`src/rtl/text_console.sv`:
```
// Character-stream front end for the text-mode VGA block.
// Accepts one byte per handshake, tracks a logical cursor and emits
// registered cell writes, hardware scroll with bottom-row clear, and
// full-screen clear.
module text_console #(
    parameter int unsigned COLS       = 160,
    parameter int unsigned ROWS       = 45,
    parameter logic [7:0]  BLANK_CHAR = 8'h20
) (
    input  logic        clk,
    input  logic        rst,
    input  logic [7:0]  char_data,
    input  logic        char_valid,
    output logic        char_ready,
    input  logic [11:0] fg_color,
    input  logic [11:0] bg_color,
    output logic [7:0]  write_posx,
    output logic [5:0]  write_posy,
    output logic [31:0] write_value,
    output logic        write_enable,
    output logic [5:0]  v_offset
);

    typedef enum logic [1:0] {
        ST_CLEAR_ALL,
        ST_IDLE,
        ST_CLEAR_ROW
    } state_t;

    localparam logic [7:0] COL_LAST = 8'(COLS - 1);
    localparam logic [5:0] ROW_LAST = 6'(ROWS - 1);
    localparam logic [6:0] ROWS_W7  = 7'(ROWS);

    localparam logic [7:0] CH_BS = 8'h08;
    localparam logic [7:0] CH_LF = 8'h0A;
    localparam logic [7:0] CH_FF = 8'h0C;
    localparam logic [7:0] CH_CR = 8'h0D;

    state_t      state_q, state_d;
    logic [7:0]  col_q, col_d;
    logic [5:0]  row_q, row_d;
    logic [5:0]  voff_q, voff_d;
    logic [7:0]  cx_q, cx_d;
    logic [5:0]  cy_q, cy_d;
    logic [11:0] fg_q, fg_d;
    logic [11:0] bg_q, bg_d;
    logic        we_q, we_d;
    logic [7:0]  px_q, px_d;
    logic [5:0]  py_q, py_d;
    logic [31:0] val_q, val_d;

    logic        advance;
    logic [5:0]  phys_cur;
    logic [5:0]  phys_bot;

    // Logical-to-physical row mapping: 7-bit sum, then one conditional subtract.
    function automatic logic [5:0] phys(input logic [5:0] r, input logic [5:0] off);
        logic [6:0] sum;
        sum = {1'b0, r} + {1'b0, off};
        if (sum >= ROWS_W7) begin
            sum = sum - ROWS_W7;
        end
        return sum[5:0];
    endfunction

    assign phys_cur     = phys(row_q, voff_q);
    assign phys_bot     = phys(ROW_LAST, voff_q);

    assign char_ready   = (state_q == ST_IDLE);
    assign write_enable = we_q;
    assign write_posx   = px_q;
    assign write_posy   = py_q;
    assign write_value  = val_q;
    assign v_offset     = voff_q;

    // Next-state, cursor, scroll and cell-write decode.
    always_comb begin
        state_d = state_q;
        col_d   = col_q;
        row_d   = row_q;
        voff_d  = voff_q;
        cx_d    = cx_q;
        cy_d    = cy_q;
        fg_d    = fg_q;
        bg_d    = bg_q;
        we_d    = 1'b0;
        px_d    = px_q;
        py_d    = py_q;
        val_d   = val_q;
        advance = 1'b0;

        unique case (state_q)
            ST_CLEAR_ALL: begin
                we_d  = 1'b1;
                px_d  = cx_q;
                py_d  = cy_q;
                val_d = {fg_q, bg_q, BLANK_CHAR};
                if (cx_q == COL_LAST) begin
                    cx_d = '0;
                    if (cy_q == ROW_LAST) begin
                        cy_d    = '0;
                        col_d   = '0;
                        row_d   = '0;
                        voff_d  = '0;
                        state_d = ST_IDLE;
                    end else begin
                        cy_d = cy_q + 6'd1;
                    end
                end else begin
                    cx_d = cx_q + 8'd1;
                end
            end

            ST_IDLE: begin
                if (char_valid) begin
                    case (char_data)
                        CH_LF: begin
                            col_d   = '0;
                            advance = 1'b1;
                        end
                        CH_CR: begin
                            col_d = '0;
                        end
                        CH_BS: begin
                            if (col_q != '0) begin
                                col_d = col_q - 8'd1;
                            end
                        end
                        CH_FF: begin
                            cx_d    = '0;
                            cy_d    = '0;
                            fg_d    = fg_color;
                            bg_d    = bg_color;
                            state_d = ST_CLEAR_ALL;
                        end
                        default: begin
                            we_d  = 1'b1;
                            px_d  = col_q;
                            py_d  = phys_cur;
                            val_d = {fg_color, bg_color, char_data};
                            if (col_q == COL_LAST) begin
                                col_d   = '0;
                                advance = 1'b1;
                            end else begin
                                col_d = col_q + 8'd1;
                            end
                        end
                    endcase

                    // The glyph above was already written through the old
                    // offset; the scroll only redirects later writes.
                    if (advance) begin
                        if (row_q < ROW_LAST) begin
                            row_d = row_q + 6'd1;
                        end else begin
                            voff_d  = (voff_q == ROW_LAST) ? 6'd0 : voff_q + 6'd1;
                            fg_d    = fg_color;
                            bg_d    = bg_color;
                            cx_d    = '0;
                            state_d = ST_CLEAR_ROW;
                        end
                    end
                end
            end

            ST_CLEAR_ROW: begin
                we_d  = 1'b1;
                px_d  = cx_q;
                py_d  = phys_bot;
                val_d = {fg_q, bg_q, BLANK_CHAR};
                if (cx_q == COL_LAST) begin
                    cx_d    = '0;
                    state_d = ST_IDLE;
                end else begin
                    cx_d = cx_q + 8'd1;
                end
            end

            default: begin
                state_d = ST_CLEAR_ALL;
            end
        endcase
    end

    // State register; reset restarts a full clear with freshly sampled colours.
    always_ff @(posedge clk) begin
        if (rst) begin
            state_q <= ST_CLEAR_ALL;
            col_q   <= '0;
            row_q   <= '0;
            voff_q  <= '0;
            cx_q    <= '0;
            cy_q    <= '0;
            fg_q    <= fg_color;
            bg_q    <= bg_color;
            we_q    <= 1'b0;
            px_q    <= '0;
            py_q    <= '0;
            val_q   <= '0;
        end else begin
            state_q <= state_d;
            col_q   <= col_d;
            row_q   <= row_d;
            voff_q  <= voff_d;
            cx_q    <= cx_d;
            cy_q    <= cy_d;
            fg_q    <= fg_d;
            bg_q    <= bg_d;
            we_q    <= we_d;
            px_q    <= px_d;
            py_q    <= py_d;
            val_q   <= val_d;
        end
    end

endmodule

```
`config.mk`:
```
export PLATFORM = sky130hd
export DESIGN_NAME = text_console
export DESIGN_NICKNAME = d
export VERILOG_FILES = /design/src/rtl/text_console.sv
export SDC_FILE = /design/constraint.sdc
export NUM_CORES = 1
export LEC_CHECK = 0
export CORE_MARGIN = 2
export CORE_UTILIZATION = 55
export DETAILED_ROUTE_END_ITERATION = 8
export PLACE_DENSITY = 0.8
export SYNTH_ARGS = -nofsm -noshare
export SYNTH_HDL_FRONTEND = slang
export SYNTH_SLANG_ARGS = --single-unit
```
`constraint.sdc`:
```
create_clock -name clk -period 3.32 [get_ports clk]
set_input_delay 0.664 -clock clk [delete_from_list [all_inputs] [get_ports clk]]
set_output_delay 0.664 -clock clk [all_outputs]
set_load 0.05 [all_outputs]
```
=== Word level (Yosys, flattened, before mapping) ===
Cells that the tools add are included.

* Eq/ne operators: 21
* Multiply operators: 0
* Shifts and indexed selects: 0
* Add/sub/neg operators: 10
* Mux-type cells: 67
* Bitwise operators: 0
* Div/mod/pow operators: 0
* Reduce and logical (&&, ||, !) cells: 20
* $lt $le $gt $ge: 3

{| class="wikitable"
|+ Operators by type and width
! kind !! count
|-
| $mux 12 || 12
|-
| $mux 6 || 17
|-
| $mux 8 || 12
|-
| $mux 32 || 2
|-
| $pmux 32 s2 || 1
|-
| $pmux 8 s2 || 3
|-
| $pmux 6 s2 || 3
|-
| $eq 8x4->1 const B || 4
|-
| $pmux 8 s3 || 1
|-
| $add 6x1->6 const B || 3
|-
| $pmux 6 s3 || 1
|-
| $reduce_and 6->1 || 3
|-
| $add 8x1->8 const B || 2
|-
| $eq 8x8->1 const B || 2
|-
| $ge 7x6->1 const B || 2
|-
| $mux 2 || 7
|-
| $ne 2x2->1 const B || 7
|-
| $eq 6x6->1 const B || 2
|-
| $sub 6x6->6 const B || 2
|-
| $reduce_and 4->1 || 2
|-
| $reduce_bool 2->1 || 4
|-
| $reduce_bool 8->1 || 1
|-
| $sub 8x1->8 const B || 1
|-
| $add 6x6->7 || 1
|-
| 16 further kinds || 26
|}

* Output and inout port bits: 54
* Bits in writable memories: 0
* Bits in registers: 107
* Input bits: 35
* Word-level logic and storage cells: 133
* Bits in latches: 0
* Bits in read-only memories: 0
* Memories kept: 0

=== Longest topological paths before layout ===
Gate-level depths: netlist of run 1.

* Word-level depth: 9
* Mapped depth: 11
* Depth with buffers taken out: 10

=== Least setup slack after synthesis of run 1 ===
No wires, ideal clock.

* Path type: register to register
* From: register voff_q[0] (netlist: v_offset[0])
* To: register py_q[0] (netlist: write_posy[0])
* Period minus slack after synthesis: 2.848 ns
* Buffers on the path: 0
* Required time: 3.204 ns
* Cell stages (with the launch flop): 11
* Arrival: 2.732 ns
* Setup slack: 0.472 ns
* Library setup time: 0.116 ns
* Path through: dfxtp_1 -> ha_1 -> inv_1 -> fa_1 -> xnor2_1 -> o21ai_0 -> nor3b_1 -> o21ai_0 -> nand2_1 -> xnor2_1 -> a31o_2

* Cells in the longest elaborated chain, start to end: 6
* Elaborated cells on any way between the ends: 11
* Those cells by class: 4 x add/sub; 2 x order compare; 5 x mux

{| class="wikitable"
|+ Ends and longest elaborated chain
! item !! line !! source
|-
| from (decl) || 42 || <nowiki>logic [5:0] voff_q, voff_d;</nowiki>
|-
| from (signal assigned) || 204 || <nowiki>voff_q <= voff_d;</nowiki>
|-
| $add 6x6->7 || 59 || <nowiki>sum = {1'b0, r} + {1'b0, off};</nowiki>
|-
| $sub 6x6->6 / $ge 7x6->1 (equally long branches) || 61, 60 ||
|-
| $mux 6 || 60 || <nowiki>if (sum >= ROWS_W7) begin</nowiki>
|-
| $mux 6 || 116 || <nowiki>case (char_data)</nowiki>
|-
| $mux 6 || 115 || <nowiki>if (char_valid) begin</nowiki>
|-
| $pmux 6 s3 (*) || 92 || <nowiki>unique case (state_q)</nowiki>
|-
| to (signal assigned) || 211 || <nowiki>py_q <= py_d;</nowiki>
|-
| to (decl) || 49 || <nowiki>logic [5:0] py_q, py_d;</nowiki>
|}

Every way passes the cells marked *; elsewhere a longest branch is shown, timed or not. The select of a mux whose other input is x is not followed.
A chain may end at the register's enable or synchronous reset.

=== Worst setup path in the final report of run 1 ===
* From: input port char_data[4]
* To: register fg_q[11] (data pin)

* Cells in the longest elaborated chain, start to end: 9
* Elaborated cells on any way between the ends: 14
* Those cells by class: 4 x eq/ne; 9 x mux; 1 x reduce/logical

{| class="wikitable"
|+ Ends and longest elaborated chain
! item !! line !! source
|-
| from (decl) || 12 || <nowiki>input logic [7:0] char_data,</nowiki>
|-
| $eq 8x4->1 || 116 ||
|-
| $reduce_or 3->1 (no source line) || -- ||
|-
| $pmux 1 s2 || 116 ||
|-
| $mux 1 || 115 ||
|-
| $mux 1 || 92 ||
|-
| $mux 12 (*) || 152 || <nowiki>if (advance) begin</nowiki>
|-
| $mux 12 (*) || 115 ||
|-
| $mux 12 (*) || 92 ||
|-
| $mux 12 (*) || 187 || <nowiki>if (rst) begin</nowiki>
|-
| to (signal assigned) || 194 || <nowiki>fg_q <= fg_color;</nowiki>
|-
| to (signal assigned) || 207 || <nowiki>fg_q <= fg_d;</nowiki>
|-
| to (decl) || 45 || <nowiki>logic [11:0] fg_q, fg_d;</nowiki>
|}

Marked as above.

==> results of run 1 <==
[per-stage QoR]
step | setup TNS [ns] | hold WS [ns] | setup WS, ns | instance area [um2] | util
2_1_floorplan | 0 | 0.455 | 0.472 | 6210 | -
3_3_place_gp | -0.338 | 0.470 | -0.0639 | 7290 | 0.667
3_5_place_dp | -2.36 | 0.476 | -0.160 | 7290 | 0.667
4_1_cts | 0 | 0.485 | 0.224 | 7580 | 0.693
5_1_grt | 0 | 0.505 | 0.127 | 7580 | 0.693
6_report | 0 | 0.479 | 0.225 | 7580 | 0.693
[routing by layer]
metal  track usage  part of all wire  up-vias
met4        0.0920             0.020        2
met2         0.423              0.47      204
li1              -                 -     2737
met3        0.0541             0.066       25
met1         0.353              0.45     2670
met5             0           0.00083        -
[cells in the final DEF, fill, tap and decap left out, types with 3 or more instances in the layout]
cell | Yosys | layout
sky130_fd_sc_hd__nor2_1 | 94 | 93
sky130_fd_sc_hd__clkdlybuf4s50_1 | 0 | 87
sky130_fd_sc_hd__dfxtp_1 | 83 | 83
sky130_fd_sc_hd__nand2_1 | 66 | 66
sky130_fd_sc_hd__o21ai_0 | 49 | 49
sky130_fd_sc_hd__a311oi_1 | 38 | 38
sky130_fd_sc_hd__buf_4 | 2 | 28
sky130_fd_sc_hd__ha_1 | 27 | 27
sky130_fd_sc_hd__edfxtp_1 | 24 | 24
sky130_fd_sc_hd__a21oi_1 | 22 | 22
sky130_fd_sc_hd__nand3_1 | 21 | 21
sky130_fd_sc_hd__mux2_4 | 20 | 20
sky130_fd_sc_hd__inv_1 | 18 | 18
sky130_fd_sc_hd__a211oi_1 | 14 | 14
sky130_fd_sc_hd__xnor2_1 | 13 | 13
sky130_fd_sc_hd__a22oi_1 | 13 | 13
sky130_fd_sc_hd__a31oi_1 | 11 | 11
sky130_fd_sc_hd__xor2_1 | 11 | 11
sky130_fd_sc_hd__and3_1 | 10 | 10
sky130_fd_sc_hd__nor3_1 | 10 | 10
sky130_fd_sc_hd__clkbuf_16 | 0 | 9
sky130_fd_sc_hd__nand2b_1 | 8 | 8
sky130_fd_sc_hd__mux2i_1 | 8 | 8
sky130_fd_sc_hd__nand4_1 | 7 | 7
sky130_fd_sc_hd__and2_1 | 6 | 6
sky130_fd_sc_hd__nor2b_1 | 5 | 5
sky130_fd_sc_hd__o22ai_1 | 6 | 5
sky130_fd_sc_hd__mux2_2 | 4 | 4
sky130_fd_sc_hd__or2_2 | 4 | 4
sky130_fd_sc_hd__o211ai_1 | 4 | 4
sky130_fd_sc_hd__a21o_1 | 4 | 4
sky130_fd_sc_hd__o21a_1 | 3 | 3
sky130_fd_sc_hd__nand3b_1 | 3 | 3
sky130_fd_sc_hd__or3_1 | 3 | 3
sky130_fd_sc_hd__inv_8 | 0 | 3
[cell families (layout without fill, tap and decap cells)]
logic type	after synthesis	after routing	share of synthesized area
DFF	107	107	0.384
muxes	33	33	0.0721
xor gates and xnor gates	24	24	0.0339
adders and majority gates	28	28	0.0576
and+or+nand+nor	255	255	0.196
buffers and inverters	66	152	0.0457
AOI/OAI and AO/OA	189	189	0.210
[path summary, 6_finish.rpt]
kind | slack, ns | end | cells past startpoint | from
max | 0.23 | fg_q[11]$_DFFE_PP_ | 8 | char_data[4]
max reg2reg | 0.37 | fg_q[11]$_DFFE_PP_ | 8 | col_q[0]$_SDFFE_PP0P_
min | 0.48 | write_posy[5]$_SDFFE_PP0P_ | 2 | write_posy[5]$_SDFFE_PP0P_
min reg2reg | 0.48 | write_posy[5]$_SDFFE_PP0P_ | 2 | write_posy[5]$_SDFFE_PP0P_
[layout make-up]
| class | instances | area, um2 |
|---|---|---|
| Tap cell | 140 | 175 |
| Sequential cell | 107 | 2380 |
| Clock inverter | 7 | 65.1 |
| Multi-Input combinational cell | 529 | 3560 |
| Inverter | 19 | 71.3 |
| Clock buffer | 9 | 225 |
| Timing Repair Buffer | 117 | 1110 |
| Fill cell | 882 | 3350 |
[report_power, final]
| part | switching [mW] | total, mW | internal [mW] | leakage [nW] |
|---|---|---|---|---|
| Clock | 0.539 | 1.07 | 0.531 | 0.146 |
| Sequential | 0.0259 | 1.41 | 1.38 | 0.912 |
| Combinational | 0.160 | 0.293 | 0.133 | 1.84 |
| Total | 0.726 | 2.77 | 2.04 | 2.90 |
[worst max-delay path: stages]
cell,delay [ns]
sky130_fd_sc_hd__clkdlybuf4s50_1,0.46
sky130_fd_sc_hd__nor4_4,0.34
sky130_fd_sc_hd__nand3_1,0.14
sky130_fd_sc_hd__nand2_1,0.14
sky130_fd_sc_hd__a21bo_1,0.14
sky130_fd_sc_hd__and2_4,0.15
sky130_fd_sc_hd__nor2b_4,0.75
sky130_fd_sc_hd__mux2_2,0.41
[flip-flops by register name (all words and copies together), names as in the netlist, 2 cells and up]
| register | count |
|---|---|
| bg_q | 12 |
| state_q | 2 |
| write_value | 32 |
| cy_q | 6 |
| v_offset | 6 |
| write_posy | 6 |
| row_q | 6 |
| cx_q | 8 |
| write_posx | 8 |
| fg_q | 12 |
| col_q | 8 |
==> impl_metrics.xml, run 1 <==
<?xml version="1.0" encoding="UTF-8"?>
<metrics>
  <group name="placement">
    <metric name="port_buffers" unit="">88</metric>
    <metric name="gp_congestion" unit="">0.911</metric>
    <metric name="post-place-cells" unit="">912</metric>
    <metric name="detailed_place_hpwl" unit="um">11100</metric>
  </group>
  <group name="final_layout">
    <metric name="final_stage_net_count" unit="">846</metric>
    <metric name="area_delta_synth_final" unit="%">22.1</metric>
    <metric name="antenna_cells" unit="">0</metric>
    <metric name="drive_gt1_frac" unit="">0.108</metric>
    <metric name="layoutNonFillerInstCount" unit="">928</metric>
  </group>
  <group name="detailed_routing">
    <metric name="routed_via_density" unit="">6.08</metric>
    <metric name="via_count" unit="">5638</metric>
    <metric name="drcViolationCount" unit="">0</metric>
    <metric name="drt_antenna_net_count" unit="">0</metric>
    <metric name="drtPass1Iterations" unit="">5</metric>
    <metric name="drt_initial_violations" unit="">414</metric>
    <metric name="detail_route.wirelength" unit="um">15700</metric>
    <metric name="route.detailed.wl_per_inst" unit="um">16.9</metric>
  </group>
  <group name="status">
    <metric name="status" unit="">finished, final reports clean</metric>
  </group>
  <group name="yosys">
    <metric name="yosys.area.top_type" unit="">sky130_fd_sc_hd__dfxtp_1</metric>
    <metric name="synth_fp_nets" unit="">765</metric>
    <metric name="netlist_instances" unit="">702</metric>
    <metric name="synthArstFlopShare" unit="">0</metric>
    <metric name="synth_edf_count" unit="">24</metric>
    <metric name="ys_types" unit="">73</metric>
    <metric name="yosysTopAreaCellShare" unit="">0.268</metric>
    <metric name="ys_ff_latch" unit="">107</metric>
    <metric name="synthTopCellsByCount" unit="">sky130_fd_sc_hd__nor2_1 (94), sky130_fd_sc_hd__dfxtp_1 (83), sky130_fd_sc_hd__nand2_1 (66)</metric>
    <metric name="sequential_area_share_after_synthesis" unit="">0.384</metric>
    <metric name="synthesis.area_per_instance" unit="um2">8.84</metric>
    <metric name="syn_area" unit="um2">6210</metric>
    <metric name="synth.yosys.warnings" unit="">0</metric>
    <metric name="synth_most_common_cell" unit="">sky130_fd_sc_hd__nor2_1</metric>
    <metric name="top_reg_cell_synth" unit="">sky130_fd_sc_hd__dfxtp_1</metric>
    <metric name="synthTopCellsByArea" unit="">sky130_fd_sc_hd__dfxtp_1 (27%), sky130_fd_sc_hd__edfxtp_1 (12%), sky130_fd_sc_hd__nor2_1 (5.7%)</metric>
  </group>
  <group name="global_route">
    <metric name="globalRouteTotalUtil" unit="">0.263</metric>
    <metric name="grt_pass1_wl" unit="um">25100</metric>
    <metric name="grt_antenna_before_repair" unit="">1</metric>
    <metric name="pin_count_of_the_biggest_net_entering_global_routing" unit="">76</metric>
    <metric name="grt_overflow_total" unit="">0</metric>
    <metric name="grt_pass1_vias" unit="">5231</metric>
  </group>
  <group name="timing">
    <metric name="setup_repair_after_global_routing_missed_its_margin" unit="">false</metric>
    <metric name="fmax" unit="MHz">323</metric>
    <metric name="layout_worst_path_cycle_share" unit="">0.932</metric>
    <metric name="drv_slew" unit="">0</metric>
    <metric name="worst_slew_pin_slew" unit="ns">1.28</metric>
    <metric name="slew-limit-headroom" unit="">0.142</metric>
    <metric name="skew" unit="ns">0.00714</metric>
    <metric name="finalHoldViolations" unit="">0</metric>
    <metric name="timing.final.setup_violations" unit="">0</metric>
    <metric name="finalWorstPathRequiredPeriod" unit="ns">3.09</metric>
  </group>
  <group name="clock_network">
    <metric name="cts.sink_count" unit="">107</metric>
    <metric name="tritoncts" unit="">yes</metric>
    <metric name="tritoncts.num_buffers" unit="">9</metric>
    <metric name="worstSkewPairLatency" unit="ns">0.36</metric>
    <metric name="h_tree_depth_reported_by_cts" unit="">3</metric>
    <metric name="clk_transition_reported_paths" unit="ns">0.07</metric>
    <metric name="hold_buffers" unit="">0</metric>
    <metric name="clk_path_buf_depth" unit="">2</metric>
    <metric name="cts_resized" unit="">0</metric>
    <metric name="cts_setup_buffers" unit="">0</metric>
    <metric name="cts.root.buffer_cell" unit="">sky130_fd_sc_hd__clkbuf_16</metric>
  </group>
  <group name="floorplan">
    <metric name="chipWidth" unit="um">110</metric>
    <metric name="fp.dieH" unit="um">110</metric>
    <metric name="initial_utilization" unit="">0.568</metric>
    <metric name="coreArea" unit="um2">10900</metric>
    <metric name="boundaryPins" unit="">89</metric>
    <metric name="design.die.area" unit="um2">12200</metric>
    <metric name="placementRows" unit="">38</metric>
  </group>
  <group name="pwr">
    <metric name="max-vdd-ir-drop" unit="V">0.000342</metric>
    <metric name="power_density" unit="nW/um2">365</metric>
    <metric name="post-layout-total-power" unit="mW">2.77</metric>
    <metric name="cellLeakagePower" unit="nW">2.90</metric>
  </group>
  <group name="setup_path">
    <metric name="setup.worst_path.class" unit="">in2reg</metric>
    <metric name="cp_endpoint_kind" unit="">register</metric>
    <metric name="crit_fanout" unit="">24</metric>
    <metric name="critPathLaunchType" unit="">primary input</metric>
    <metric name="critical_path_required" unit="ns">3.44</metric>
    <metric name="cp_data_arrival_time" unit="ns">3.21</metric>
  </group>
  <group name="hold_path">
    <metric name="holdCritPathClass" unit="">reg2reg</metric>
  </group>
  <group name="run">
    <metric name="maxCapViolations" unit="">0</metric>
  </group>
</metrics>
Power figures use the tool's default switching activity.
==> run 2: changes to the inputs <==
- CORE_MARGIN: 2 -> 4
==> impl_metrics.xml, run 2 (synthesized netlist as in run 1, its figures left out) <==
<?xml version="1.0" encoding="UTF-8"?>
<metrics>
  <group name="status">
    <metric name="status" unit="">finished, final reports clean</metric>
  </group>
  <group name="placement">
    <metric name="detailed_place_hpwl" unit="um">11200</metric>
    <metric name="port_buffers" unit="">88</metric>
    <metric name="placedInstanceArea" unit="um2">7240</metric>
    <metric name="gp_congestion" unit="">0.907</metric>
    <metric name="post-place-cells" unit="">907</metric>
    <metric name="dp_worst_setup_slack" unit="ns">-0.122</metric>
  </group>
  <group name="clock_network">
    <metric name="h_tree_depth_reported_by_cts" unit="">3</metric>
    <metric name="hold_buffers" unit="">0</metric>
    <metric name="tritoncts.num_buffers" unit="">9</metric>
    <metric name="cts.sink_count" unit="">107</metric>
    <metric name="worstSkewPairLatency" unit="ns">0.36</metric>
    <metric name="clk_transition_reported_paths" unit="ns">0.08</metric>
    <metric name="clk_path_buf_depth" unit="">2</metric>
    <metric name="cts_setup_buffers" unit="">0</metric>
    <metric name="tritoncts" unit="">yes</metric>
    <metric name="cts.root.buffer_cell" unit="">sky130_fd_sc_hd__clkbuf_16</metric>
    <metric name="cts_resized" unit="">0</metric>
  </group>
  <group name="timing">
    <metric name="slew-limit-headroom" unit="">0.231</metric>
    <metric name="worst_slew_pin_slew" unit="ns">1.14</metric>
    <metric name="fmax" unit="MHz">322</metric>
    <metric name="fin_ws" unit="ns">0.216</metric>
    <metric name="finalHoldViolations" unit="">0</metric>
    <metric name="skew" unit="ns">0.00991</metric>
    <metric name="timing.final.setup_violations" unit="">0</metric>
    <metric name="finalWorstPathRequiredPeriod" unit="ns">3.10</metric>
    <metric name="layout_worst_path_cycle_share" unit="">0.935</metric>
    <metric name="setup_repair_after_global_routing_missed_its_margin" unit="">false</metric>
    <metric name="drv_slew" unit="">0</metric>
  </group>
  <group name="final_layout">
    <metric name="layoutNonFillerInstCount" unit="">923</metric>
    <metric name="largest_reg_flops" unit="">32</metric>
    <metric name="final_stage_net_count" unit="">841</metric>
    <metric name="antenna_cells" unit="">0</metric>
    <metric name="area_delta_synth_final" unit="%">21.6</metric>
    <metric name="drive_gt1_frac" unit="">0.102</metric>
    <metric name="layout_commonest_cell" unit="">sky130_fd_sc_hd__nor2_1</metric>
    <metric name="commonest_non_fill_non_tap_cells_in_the_layout" unit="">sky130_fd_sc_hd__nor2_1 (93), sky130_fd_sc_hd__clkdlybuf4s50_1 (87), sky130_fd_sc_hd__dfxtp_1 (83)</metric>
    <metric name="regArea" unit="um2">2380</metric>
    <metric name="multi_input_area" unit="um2">3560</metric>
    <metric name="final_design_area_no_fill" unit="um2">7550</metric>
    <metric name="fillers" unit="">908</metric>
    <metric name="finalCoreUtilization" unit="">0.690</metric>
  </group>
  <group name="floorplan">
    <metric name="placementRows" unit="">38</metric>
    <metric name="design.die.area" unit="um2">13100</metric>
    <metric name="fp.dieH" unit="um">114</metric>
    <metric name="chipWidth" unit="um">114</metric>
    <metric name="coreArea" unit="um2">10900</metric>
    <metric name="initial_utilization" unit="">0.568</metric>
    <metric name="boundaryPins" unit="">89</metric>
  </group>
  <group name="setup_path">
    <metric name="setup.worst_path.class" unit="">reg2out</metric>
    <metric name="crit_fanout" unit="">13</metric>
    <metric name="cp_endpoint_kind" unit="">output pin</metric>
    <metric name="critPathLaunchType" unit="">register</metric>
    <metric name="critical_path_required" unit="ns">2.66</metric>
    <metric name="cp_data_arrival_time" unit="ns">2.44</metric>
  </group>
  <group name="detailed_routing">
    <metric name="routed_via_density" unit="">6.05</metric>
    <metric name="drt_initial_violations" unit="">368</metric>
    <metric name="route.detailed.wl_per_inst" unit="um">16.8</metric>
    <metric name="via_count" unit="">5583</metric>
    <metric name="drcViolationCount" unit="">0</metric>
    <metric name="drt_antenna_net_count" unit="">0</metric>
    <metric name="drtPass1Iterations" unit="">5</metric>
    <metric name="detail_route.wirelength" unit="um">15500</metric>
  </group>
  <group name="global_route">
    <metric name="grt_antenna_before_repair" unit="">1</metric>
    <metric name="grt_pass1_vias" unit="">5399</metric>
    <metric name="grt_overflow_total" unit="">0</metric>
    <metric name="grt_pass1_wl" unit="um">25800</metric>
    <metric name="globalRouteTotalUtil" unit="">0.242</metric>
    <metric name="pin_count_of_the_biggest_net_entering_global_routing" unit="">50</metric>
  </group>
  <group name="pwr">
    <metric name="power.switching" unit="uW">744</metric>
    <metric name="power_density" unit="nW/um2">371</metric>
    <metric name="power_switching_share" unit="">0.266</metric>
    <metric name="cellLeakagePower" unit="nW">2.87</metric>
    <metric name="seq_power_share" unit="">0.502</metric>
    <metric name="max-vdd-ir-drop" unit="V">0.000409</metric>
    <metric name="power.share.combinational" unit="">0.104</metric>
    <metric name="power.share.clock" unit="">0.394</metric>
    <metric name="p_int" unit="mW">2.06</metric>
    <metric name="post-layout-total-power" unit="mW">2.80</metric>
  </group>
  <group name="run">
    <metric name="maxCapViolations" unit="">0</metric>
  </group>
  <group name="hold_path">
    <metric name="holdCritPathClass" unit="">reg2reg</metric>
  </group>
</metrics>
==> run 2: path summary, 6_finish.rpt <==
check | startpoint | endpoint | slack (ns) | depth (start not counted)
hold / removal | write_posy[5]$_SDFFE_PP0P_ | write_posy[5]$_SDFFE_PP0P_ | 0.48 | 2
setup / recovery | state_q[0]$_SDFFE_PP0P_ | char_ready | 0.22 | 2
setup reg to reg | col_q[0]$_SDFFE_PP0P_ | fg_q[11]$_DFFE_PP_ | 0.28 | 8
hold reg to reg | write_posy[5]$_SDFFE_PP0P_ | write_posy[5]$_SDFFE_PP0P_ | 0.48 | 2
==> run 2: final cells by class <==
class / count / area share
flip-flops and latches: 107 / 0.316
well taps: 140 / 0.0232
repair buffers: 112 / 0.140
clock inverters: 7 / 0.0108
multi-input cells: 529 / 0.471
inverters: 19 / 0.00945
clock buffers: 9 / 0.0298
==> run 2: power by group through the flow <==
| stage | Sequential (mW) | Clock, mW | Combinational (mW) |
|---|---|---|---|
| after floorplan | 1.50 | 0 | 0.104 |
| after CTS | 1.41 | 1.13 | 0.293 |
| after global placement | 1.43 | 0 | 0.285 |
| after global routing | 1.41 | 1.18 | 0.308 |
| after detailed placement | 1.44 | 0 | 0.291 |
| final | 1.41 | 1.11 | 0.291 |
==> run 2: per-layer routing <==
layer  track usage  vias to the layer above  share of wire
met1         0.311                     2649           0.45
met4        0.0934                        2          0.020
met3        0.0465                       29          0.054
met2         0.402                      169           0.47
met5             0                        -         0.0012
li1              -                     2734              -
==> run 2: through the flow <==
step	hold slack (ns)	setup TNS [ns]
2_1_floorplan	0.455	0
3_3_place_gp	0.473	-0.222
3_5_place_dp	0.475	-1.38
4_1_cts	0.486	0
5_1_grt	0.526	0
6_report	0.482	0
==> run 2: critical path, stage by stage, from the launching register on <==
cell and delay, ns:
sky130_fd_sc_hd__dfxtp_1 0.61, sky130_fd_sc_hd__ha_1 0.57, sky130_fd_sc_hd__clkdlybuf4s50_1 0.91
==> run 3: changes to the inputs <==
- CORE_MARGIN: 4 -> 2
==> results of run 3 <==
The final DEF is identical to that of run 1; final timing and power are the same.
